==> src/rtl/pwm_angle_decoder.sv <==
// Servo-PWM receiver: measures pulse high time and period and converts the high time to 0..180 deg.
// Optional glitch filter on the synchronised input is enabled with `define PWM_DECODE_FILTER_EN.
module pwm_angle_decoder #(
  parameter int unsigned PERIOD_CLKS = 1000000,
  parameter int unsigned DEG_MIN     = 25000,
  parameter int unsigned DEG_MAX     = 125000,
  parameter int unsigned PULSE_TOL   = 2500,
  parameter int unsigned PERIOD_TOL  = 100000,
  parameter int unsigned LOCK_CNT    = 3,
  parameter int unsigned FILTER_LEN  = 8
) (
  input  logic        clk,
  input  logic        reset,
  input  logic        pwm_in,
  output logic [7:0]  angle,
  output logic [31:0] pulse_clks,
  output logic        angle_valid,
  output logic        locked,
  output logic        pulse_err,
  output logic        period_err,
  output logic        timeout
);

  localparam int unsigned STEP = (DEG_MAX - DEG_MIN) / 180;
  localparam logic [31:0] STEP_W  = 32'(STEP);
  localparam logic [31:0] HALF_W  = 32'(STEP / 2);
  localparam logic [31:0] MIN_W   = 32'(DEG_MIN);
  localparam logic [31:0] SPAN_W  = 32'(DEG_MAX - DEG_MIN);
  localparam logic [31:0] HI_MIN  = 32'(DEG_MIN - PULSE_TOL);
  localparam logic [31:0] HI_MAX  = 32'(DEG_MAX + PULSE_TOL);
  localparam logic [31:0] PER_MIN = 32'(PERIOD_CLKS - PERIOD_TOL);
  localparam logic [31:0] PER_MAX = 32'(PERIOD_CLKS + PERIOD_TOL);
  localparam logic [7:0]  ANG_MAX = 8'd180;
  localparam int unsigned GW = (LOCK_CNT > 0) ? $clog2(LOCK_CNT + 1) : 1;
  localparam logic [GW-1:0] LOCK_W = GW'(LOCK_CNT);

  typedef enum logic [1:0] {WAIT_RISE, HIGH, LOW} state_t;

  logic sync1_q, sync2_q, lvl, prev_q, prev_d, rise, fall;

  always_ff @(posedge clk) begin
    sync1_q <= pwm_in;
    sync2_q <= sync1_q;
  end

`ifdef PWM_DECODE_FILTER_EN
  localparam int unsigned FCW = (FILTER_LEN > 1) ? $clog2(FILTER_LEN) : 1;
  logic           filt_q, filt_d;
  logic [FCW-1:0] filt_cnt_q, filt_cnt_d;

  always_comb begin
    filt_d     = filt_q;
    filt_cnt_d = '0;
    if (sync2_q != filt_q) begin
      if (32'(filt_cnt_q) >= FILTER_LEN - 1) filt_d = sync2_q;
      else filt_cnt_d = filt_cnt_q + 1'b1;
    end
  end

  always_ff @(posedge clk) begin
    if (reset) begin
      filt_q     <= 1'b1;
      filt_cnt_q <= '0;
    end else begin
      filt_q     <= filt_d;
      filt_cnt_q <= filt_cnt_d;
    end
  end

  assign lvl = filt_q;
`else
  assign lvl = sync2_q;
`endif

  // prev resets high so a level already high at reset release is never taken as a rise
  assign prev_d = lvl;
  assign rise   = lvl & ~prev_q;
  assign fall   = ~lvl & prev_q;

  state_t        state_q, state_d;
  logic [31:0]   high_cnt_q, high_cnt_d, period_cnt_q, period_cnt_d;
  logic [GW-1:0] good_q, good_d;
  logic          busy_q, busy_d;
  logic [7:0]    q_q, q_d;
  logic [31:0]   rem_q, rem_d, conv_pulse_q, conv_pulse_d;
  logic [7:0]    angle_q, angle_d;
  logic [31:0]   pulse_clks_q, pulse_clks_d;
  logic          angle_valid_d, pulse_err_d, period_err_d, timeout_d;
  logic          angle_valid_q, pulse_err_q, period_err_q, timeout_q;
  logic          hi_ok, per_ok, to_hit;
  logic [31:0]   num;

  always_comb begin
    hi_ok  = (high_cnt_q >= HI_MIN) && (high_cnt_q <= HI_MAX);
    per_ok = (period_cnt_q >= PER_MIN) && (period_cnt_q <= PER_MAX);
    to_hit = (state_q != WAIT_RISE) && (period_cnt_q >= PER_MAX);
    if (high_cnt_q < MIN_W)                   num = '0;
    else if (high_cnt_q - MIN_W > SPAN_W)     num = SPAN_W;
    else                                      num = high_cnt_q - MIN_W;
  end

  always_comb begin
    state_d       = state_q;
    high_cnt_d    = (high_cnt_q != '1) ? high_cnt_q + 32'd1 : high_cnt_q;
    period_cnt_d  = (period_cnt_q != '1) ? period_cnt_q + 32'd1 : period_cnt_q;
    good_d        = good_q;
    busy_d        = busy_q;
    q_d           = q_q;
    rem_d         = rem_q;
    conv_pulse_d  = conv_pulse_q;
    angle_d       = angle_q;
    pulse_clks_d  = pulse_clks_q;
    angle_valid_d = 1'b0;
    pulse_err_d   = 1'b0;
    period_err_d  = 1'b0;
    timeout_d     = 1'b0;

    // Divider by repeated subtraction; the result register lags the finish decision by one cycle
    if (busy_q) begin
      if ((rem_q >= STEP_W) && (q_q < ANG_MAX)) begin
        rem_d = rem_q - STEP_W;
        q_d   = q_q + 8'd1;
      end else begin
        busy_d        = 1'b0;
        angle_d       = ((rem_q >= HALF_W) && (q_q < ANG_MAX)) ? q_q + 8'd1 : q_q;
        pulse_clks_d  = conv_pulse_q;
        angle_valid_d = 1'b1;
      end
    end

    unique case (state_q)
      WAIT_RISE: begin
        if (rise) begin
          state_d      = HIGH;
          high_cnt_d   = 32'd1;
          period_cnt_d = 32'd1;
        end
      end
      HIGH: begin
        if (fall) begin
          state_d = LOW;
          if (!hi_ok) begin
            pulse_err_d = 1'b1;
            good_d      = '0;
          end else if (busy_q) begin
            pulse_err_d = 1'b1;
          end else begin
            busy_d       = 1'b1;
            q_d          = '0;
            rem_d        = num;
            conv_pulse_d = high_cnt_q;
          end
        end else if (to_hit) begin
          timeout_d = 1'b1;
          good_d    = '0;
          state_d   = WAIT_RISE;
        end
      end
      LOW: begin
        if (rise) begin
          state_d      = HIGH;
          high_cnt_d   = 32'd1;
          period_cnt_d = 32'd1;
          // A rise coinciding with timeout restarts measurement as a first rise
          if (to_hit) begin
            good_d = '0;
          end else if (!per_ok) begin
            period_err_d = 1'b1;
            good_d       = '0;
          end else if (good_q != LOCK_W) begin
            good_d = good_q + 1'b1;
          end
        end else if (to_hit) begin
          timeout_d = 1'b1;
          good_d    = '0;
          state_d   = WAIT_RISE;
        end
      end
      default: state_d = WAIT_RISE;
    endcase
  end

  always_ff @(posedge clk) begin
    if (reset) begin
      prev_q        <= 1'b1;
      state_q       <= WAIT_RISE;
      high_cnt_q    <= '0;
      period_cnt_q  <= '0;
      good_q        <= '0;
      busy_q        <= 1'b0;
      q_q           <= '0;
      rem_q         <= '0;
      conv_pulse_q  <= '0;
      angle_q       <= '0;
      pulse_clks_q  <= '0;
      angle_valid_q <= 1'b0;
      pulse_err_q   <= 1'b0;
      period_err_q  <= 1'b0;
      timeout_q     <= 1'b0;
    end else begin
      prev_q        <= prev_d;
      state_q       <= state_d;
      high_cnt_q    <= high_cnt_d;
      period_cnt_q  <= period_cnt_d;
      good_q        <= good_d;
      busy_q        <= busy_d;
      q_q           <= q_d;
      rem_q         <= rem_d;
      conv_pulse_q  <= conv_pulse_d;
      angle_q       <= angle_d;
      pulse_clks_q  <= pulse_clks_d;
      angle_valid_q <= angle_valid_d;
      pulse_err_q   <= pulse_err_d;
      period_err_q  <= period_err_d;
      timeout_q     <= timeout_d;
    end
  end

  assign angle       = angle_q;
  assign pulse_clks  = pulse_clks_q;
  assign angle_valid = angle_valid_q;
  assign locked      = (good_q == LOCK_W);
  assign pulse_err   = pulse_err_q;
  assign period_err  = period_err_q;
  assign timeout     = timeout_q;

endmodule
==> config.mk <==
export PLATFORM = sky130hd
export DESIGN_NAME = pwm_angle_decoder
export DESIGN_NICKNAME = d
export VERILOG_FILES = /design/src/rtl/pwm_angle_decoder.sv
export SDC_FILE = /design/constraint.sdc
export NUM_CORES = 1
export LEC_CHECK = 0
export CAP_MARGIN = 10
export CORE_UTILIZATION = 48
export CTS_BUF_LIST = sky130_fd_sc_hd__clkbuf_2
export DETAILED_ROUTE_END_ITERATION = 8
export PLACE_DENSITY = 0.71
export SYNTH_ARGS = -nofsm -noshare
export SYNTH_HDL_FRONTEND = slang
export SYNTH_SLANG_ARGS = --single-unit
==> constraint.sdc <==
create_clock -name clk -period 2.56 [get_ports clk]
set_clock_uncertainty 0.1 [all_clocks]
set_input_delay 0.384 -clock clk [delete_from_list [all_inputs] [get_ports clk]]
set_output_delay 0.384 -clock clk [all_outputs]
set_load 0.1 [all_outputs]
; Word level (Yosys, flattened, before mapping)
; Cells that the tools add are included.
[classes]
reduce_logical = 15
addsub = 6
n_mux = 48
n_bitwise = 10
n_lt_le_gt_ge = 10
n_eq_ne = 9
[ops]
columns = cell, n
row1 = $mux 32, 14
row2 = $add 32x1->32 const B, 2
row3 = $ne 32x32->1 const B, 2
row4 = $mux 8, 7
row5 = $ge 32x10->1 const B, 1
row6 = $ge 32x15->1 const B, 1
row7 = $ge 32x20->1 const B, 1
row8 = $ge 32x21->1 const B, 1
row9 = $ge 32x9->1 const B, 1
row10 = $gt 32x17->1 const B, 1
row11 = $le 32x17->1 const B, 1
row12 = $le 32x21->1 const B, 1
row13 = $lt 32x15->1 const B, 1
row14 = $sub 32x10->32 const B, 1
row15 = $sub 32x15->32 const B, 1
row16 = $mux 2, 11
row17 = $mux 1, 13
row18 = $add 8x1->8 const B, 1
row19 = $lt 8x8->1 const B, 1
row20 = $not 1->1, 8
row21 = $pmux 2 s3, 1
row22 = $logic_and 1x1->1, 5
row23 = $ne 5x5->1 const B, 1
row24 = $eq 2x2->1 const B, 2
row25 = other kinds (15), 19
[word_totals]
regBits = 188
out_inout_bits = 45

; Longest topological paths before layout
[depth]
word_depth = 8
mapped_depth = 11

; Worst setup path after synthesis
; No wires, ideal clock.
[synth_timing]
path_type = register -> register
start = reg high_cnt_q[4]
end = reg rem_q[11]
t_required_ps = 2385
period_less_slack_ps = 2525
setup_ps = 75
path_slack_ps = 35
arrival_time_ps = 2351
n_path_buf = 2
stages_incl_launch_ff = 12
path_cell_list = dfxtp_1 clkbuf_1 inv_1 ha_1 nor2b_1 o21ai_2 nor3_1 a31oi_1 o32a_1 nand4bb_1 buf_2 o22ai_1
[synth_via]
elab_chain_cells = 8
word_cells_on_any_way = 12
cone_classes = add/sub (1) / order compare (4) / mux (6) / reduce/logical (1)
[synth_rtl]
columns = element, line_no
row1 = from (decl), 81  ; logic [31:0] high_cnt_q, high_cnt_d, period_cnt_q, period_cnt_d;
row2 = from (signal assigned), 203  ; high_cnt_q <= high_cnt_d;
row3 = $sub 32x15->32, "98, 99"
row4 = $gt 32x17->1, 98  ; else if (high_cnt_q - MIN_W > SPAN_W) num = SPAN_W;
row5 = $mux 32, 98
row6 = $mux 32, 97  ; if (high_cnt_q < MIN_W) num = '0;
row7 = $mux 32, 145  ; end else if (busy_q) begin
row8 = $mux 32 (*), 142  ; if (!hi_ok) begin
row9 = $mux 32 (*), 140  ; if (fall) begin
row10 = $mux 32 (*), 131  ; unique case (state_q)
row11 = to (signal assigned), 208  ; rem_q <= rem_d;
row12 = to (decl), 85  ; logic [31:0] rem_q, rem_d, conv_pulse_q, conv_pulse_d;
; Every way passes the cells marked *; elsewhere a longest branch is shown, timed or not.
; A chain may end at the register's enable or synchronous reset.

; Worst setup path after layout
[layout_timing]
start = reg rem_q[28]
end = reg angle_q[6] (netlist: angle[6])
[layout_via]
elab_chain_cells = 4
word_cells_on_any_way = 7
cone_classes = order compare (2) / mux (1) / bitwise (1) / reduce/logical (3)
[layout_rtl]
columns = element, line_no
row1 = $ge 32x10->1, 120  ; if ((rem_q >= STEP_W) && (q_q < ANG_MAX)) begin
row2 = $logic_and 1x1->1, 120
row3 = $not 1->1 (no line), -
row4 = $reduce_and 2->1 (no line), -
row5 = to (signal assigned), 210  ; angle_q <= angle_d;
row6 = to (decl), 86  ; logic [7:0] angle_q, angle_d;
; Parallel ways exist; a longest one is shown, timed or not.

==> impl_metrics.tcl <==
set metrics [dict create \
    status "complete, no violations" \
    ant_nets 0 \
    path_max_fanout 8 \
    syn-cell-area_um2 9060 \
    tightest_slew_ns 0.818 \
    cp-start-kind "flop" \
    grt_max_degree 38 \
    synth_area_leaders "dfxtp_1 42%, nand2_1 6.0%, xnor2_1 5.5%, nor2_1 5.1%, xor2_1 4.7%" \
    leakagePower_nw 3.96 \
    cp_cell_sequence "or4_4 -> nor4_4 -> nand3_2 -> a211oi_4 -> nor4_1 -> xnor2_1 -> a211oi_2" \
    critPathTopFamily "simple AND/OR/NAND/NOR gates" \
    critPathSlowestCell "or4_4" \
    maxCapViolCount 0 \
    vias 7883 \
    start_util_pct 49.8 \
    synthCells 1103 \
    grt_setup_unrepaired "yes" \
    port_buffers 47 \
    p_sw_share_pct 27.7 \
    final_area_um2 10500 \
    place_hpwl_um 14700 \
    coreArea_um2 18200 \
    antenna_found_initial 1 \
    hold_violations 0 \
    dp_cells 1390 \
    slew_headroom_pct 45.2 \
    crit_required_ns 3.19 \
    place_area_um2 10000 \
    async_flop_share_pct 0 \
    setup_violations 0 \
    drcViolationCount 0 \
    period_share_pct 98.0 \
    drtIter0Drc 491 \
    synthTopCellsByCount "188 x dfxtp_1, 146 x nand2_1, 123 x nor2_1" \
    cts-root-buf "clkbuf_2" \
    cts_tree "yes" \
    synth.avg_cell_area_um2 8.22 \
    grt_pass1_wl_um 35200 \
    final_max_slew_viol_count 0 \
    clock-sinks 188 \
    min_period_ns 2.51 \
    max_freq_mhz 399 \
    intPower_mw 3.46 \
    die_w_um 139 \
    fin_nets 1205 \
    synth_top_cell_area_share_pct 41.5 \
    yosysSeqAreaShare_pct 41.5 \
    worstSetupPathType "reg -> reg" \
    synth_edf_count 0 \
    crit_buf_inv 0 \
    drive_above_1_share_pct 17.3 \
    finalWirelength_um 20700 \
    power.switching_mw 1.33 \
    syn_to_final_growth_pct 15.8 \
    vdd_drop_max_v 0.000262 \
    end_kind "flop" \
    clock_path_buffers 2 \
    ys_warn_count 0 \
    hp-class "reg -> reg" \
    grt_pass1_vias 7449 \
    grt_overflow 0 \
    synth_flop_cell "dfxtp_1" \
    first_pass_iters 5 \
    setup-tns-final_ns 0 \
    rows 49 \
    syn_nets 1121 \
    power_frac_seq_pct 61.9 \
    powerDensity_nw_per_um2 457 \
    pin_count 48 \
    synthMostInstantiatedCell "dfxtp_1" \
    cts.clk_slew.worst_paths_ns 0.33 \
    avgRoutedWirePerCell_um 14.5 \
    fin_cells 1430 \
    combinationalPowerShare_pct 3.5 \
    vias_per_cell 5.51 \
    track_usage_pct 21.8 \
    htreeDepth 4 \
    power_mw 4.79 \
    numCtsBuffers 17 \
    ys_seq_elements 188 \
    synth_top_area_cell "dfxtp_1" \
    cpPeakStageDelay_ns 0.54 \
    insertion_delay_ns 0.79 \
    design.die.area_um2 19400 \
    holdWs_ns 0.252 \
    gp_congestion 0.877 \
    die_h_um 139 \
    worstPathArrival_ns 3.14 \
    clkPwrFrac_pct 34.6 \
    ys_types 74 \
]
timing repair:
| action | in CTS | in global routing |
|---|---|---|
| endpoints found under the setup margin | 6 | 80 |
| hold buffers | 2 | 0 |
| pin swaps | 1 | 9 |
| buffers inserted | 0 | 5 |
| resized for setup | 1 | 33 |
| endpoints found under the hold margin | 9 | 0 |
through the flow:
step	utilization [%]	worst slack, ns
2_1_floorplan	-	0.0347
4_1_cts	56.7	0.0216
5_1_grt	57.6	-0.0764
3_5_place_dp	55.0	0.0470
3_3_place_gp	55.0	0.0976
6_report	57.6	0.0513
state kept, by name (all words and copies together) (netlist names), 2 cells and up:
register      flops
good_q            2
q_q               8
state_q           2
period_cnt_q     32
high_cnt_q       32
angle             8
rem_q            32
pulse_clks       32
conv_pulse_q     32
power groups by stage:
stage / registers, mW / logic (mW) / clock network, mW
after floorplan: 3.02 / 0.108 / 0
after global placement: 3.02 / 0.163 / 0
after detailed placement: 3.02 / 0.165 / 0
after CTS: 2.97 / 0.168 / 1.71
after global routing: 2.97 / 0.187 / 1.84
final: 2.97 / 0.168 / 1.66
worst paths after layout:
kind                            slack [ns]  cells after the start  startpoint  endpoint
worst max-delay path                  0.05                      7   rem_q[28]  angle[6]
worst min-delay path                  0.25                      0     sync1_q       lvl
worst max register to register        0.05                      7   rem_q[28]  angle[6]
worst min register to register        0.25                      0     sync1_q       lvl
worst reg2reg max path: stages (launching register included):
cell      delay (ns)
dfxtp_4         0.43
or4_4           0.54
nor4_4          0.35
nand3_2         0.19
a211oi_4        0.35
nor4_1          0.11
xnor2_1         0.16
a211oi_2        0.22
placed cells by master, fill, tap and decap left out, drive strengths merged, types with 4 or more instances in the layout:
cell / count
dfxtp: 188
nand2: 146
buf: 127
nor2: 124
a21oi: 84
xnor2: 57
xor2: 49
nand3: 42
nor3: 37
inv: 36
nand4: 30
and3: 30
o21ai: 29
nor4: 22
clkbuf: 17
ha: 15
or3: 14
o22ai: 13
or4: 13
a211oi: 10
and4: 9
nand2b: 7
a31oi: 7
or2: 7
a22oi: 7
clkinv: 7
and2: 6
o21a: 5
o211ai: 5
nor3b: 4
mux2i: 4
a21boi: 4
nor2b: 4
cells by family after synthesis:
family                   after synthesis  synth area share [%]
adder cells (fa/ha/maj)               15                  2.07
multiplexers                           4                 0.442
AO/OA/AOI/OAI                        196                  13.6
XOR/XNOR                             106                  10.2
flip-flops                           188                  41.5
buffers and inverters                 94                  4.58
AND/OR/NAND/NOR                      500                  27.5
layer usage:
layer,routed length (um),track usage (%),vias to the layer above,part of all wire (%)
met3,722,4.65,25,3.5
met2,10100,36.8,133,49
li1,-,-,4020,-
met5,0,0,-,0
met4,298,6.67,0,1.4
met1,9520,27.8,3705,46
area by class of cell:
| cell class | count | area (um^2) |
|---|---|---|
| diodes | 1 | 2.50 |
| clock buffers | 17 | 85.1 |
| clock inverters | 15 | 215 |
| fillers | 1671 | 7720 |
| inverters | 29 | 109 |
| multi-input cells | 821 | 4990 |
| flip-flops and latches | 188 | 3780 |
| well taps | 229 | 287 |
| repair buffers | 130 | 1020 |
Power figures use the tool's default switching activity.
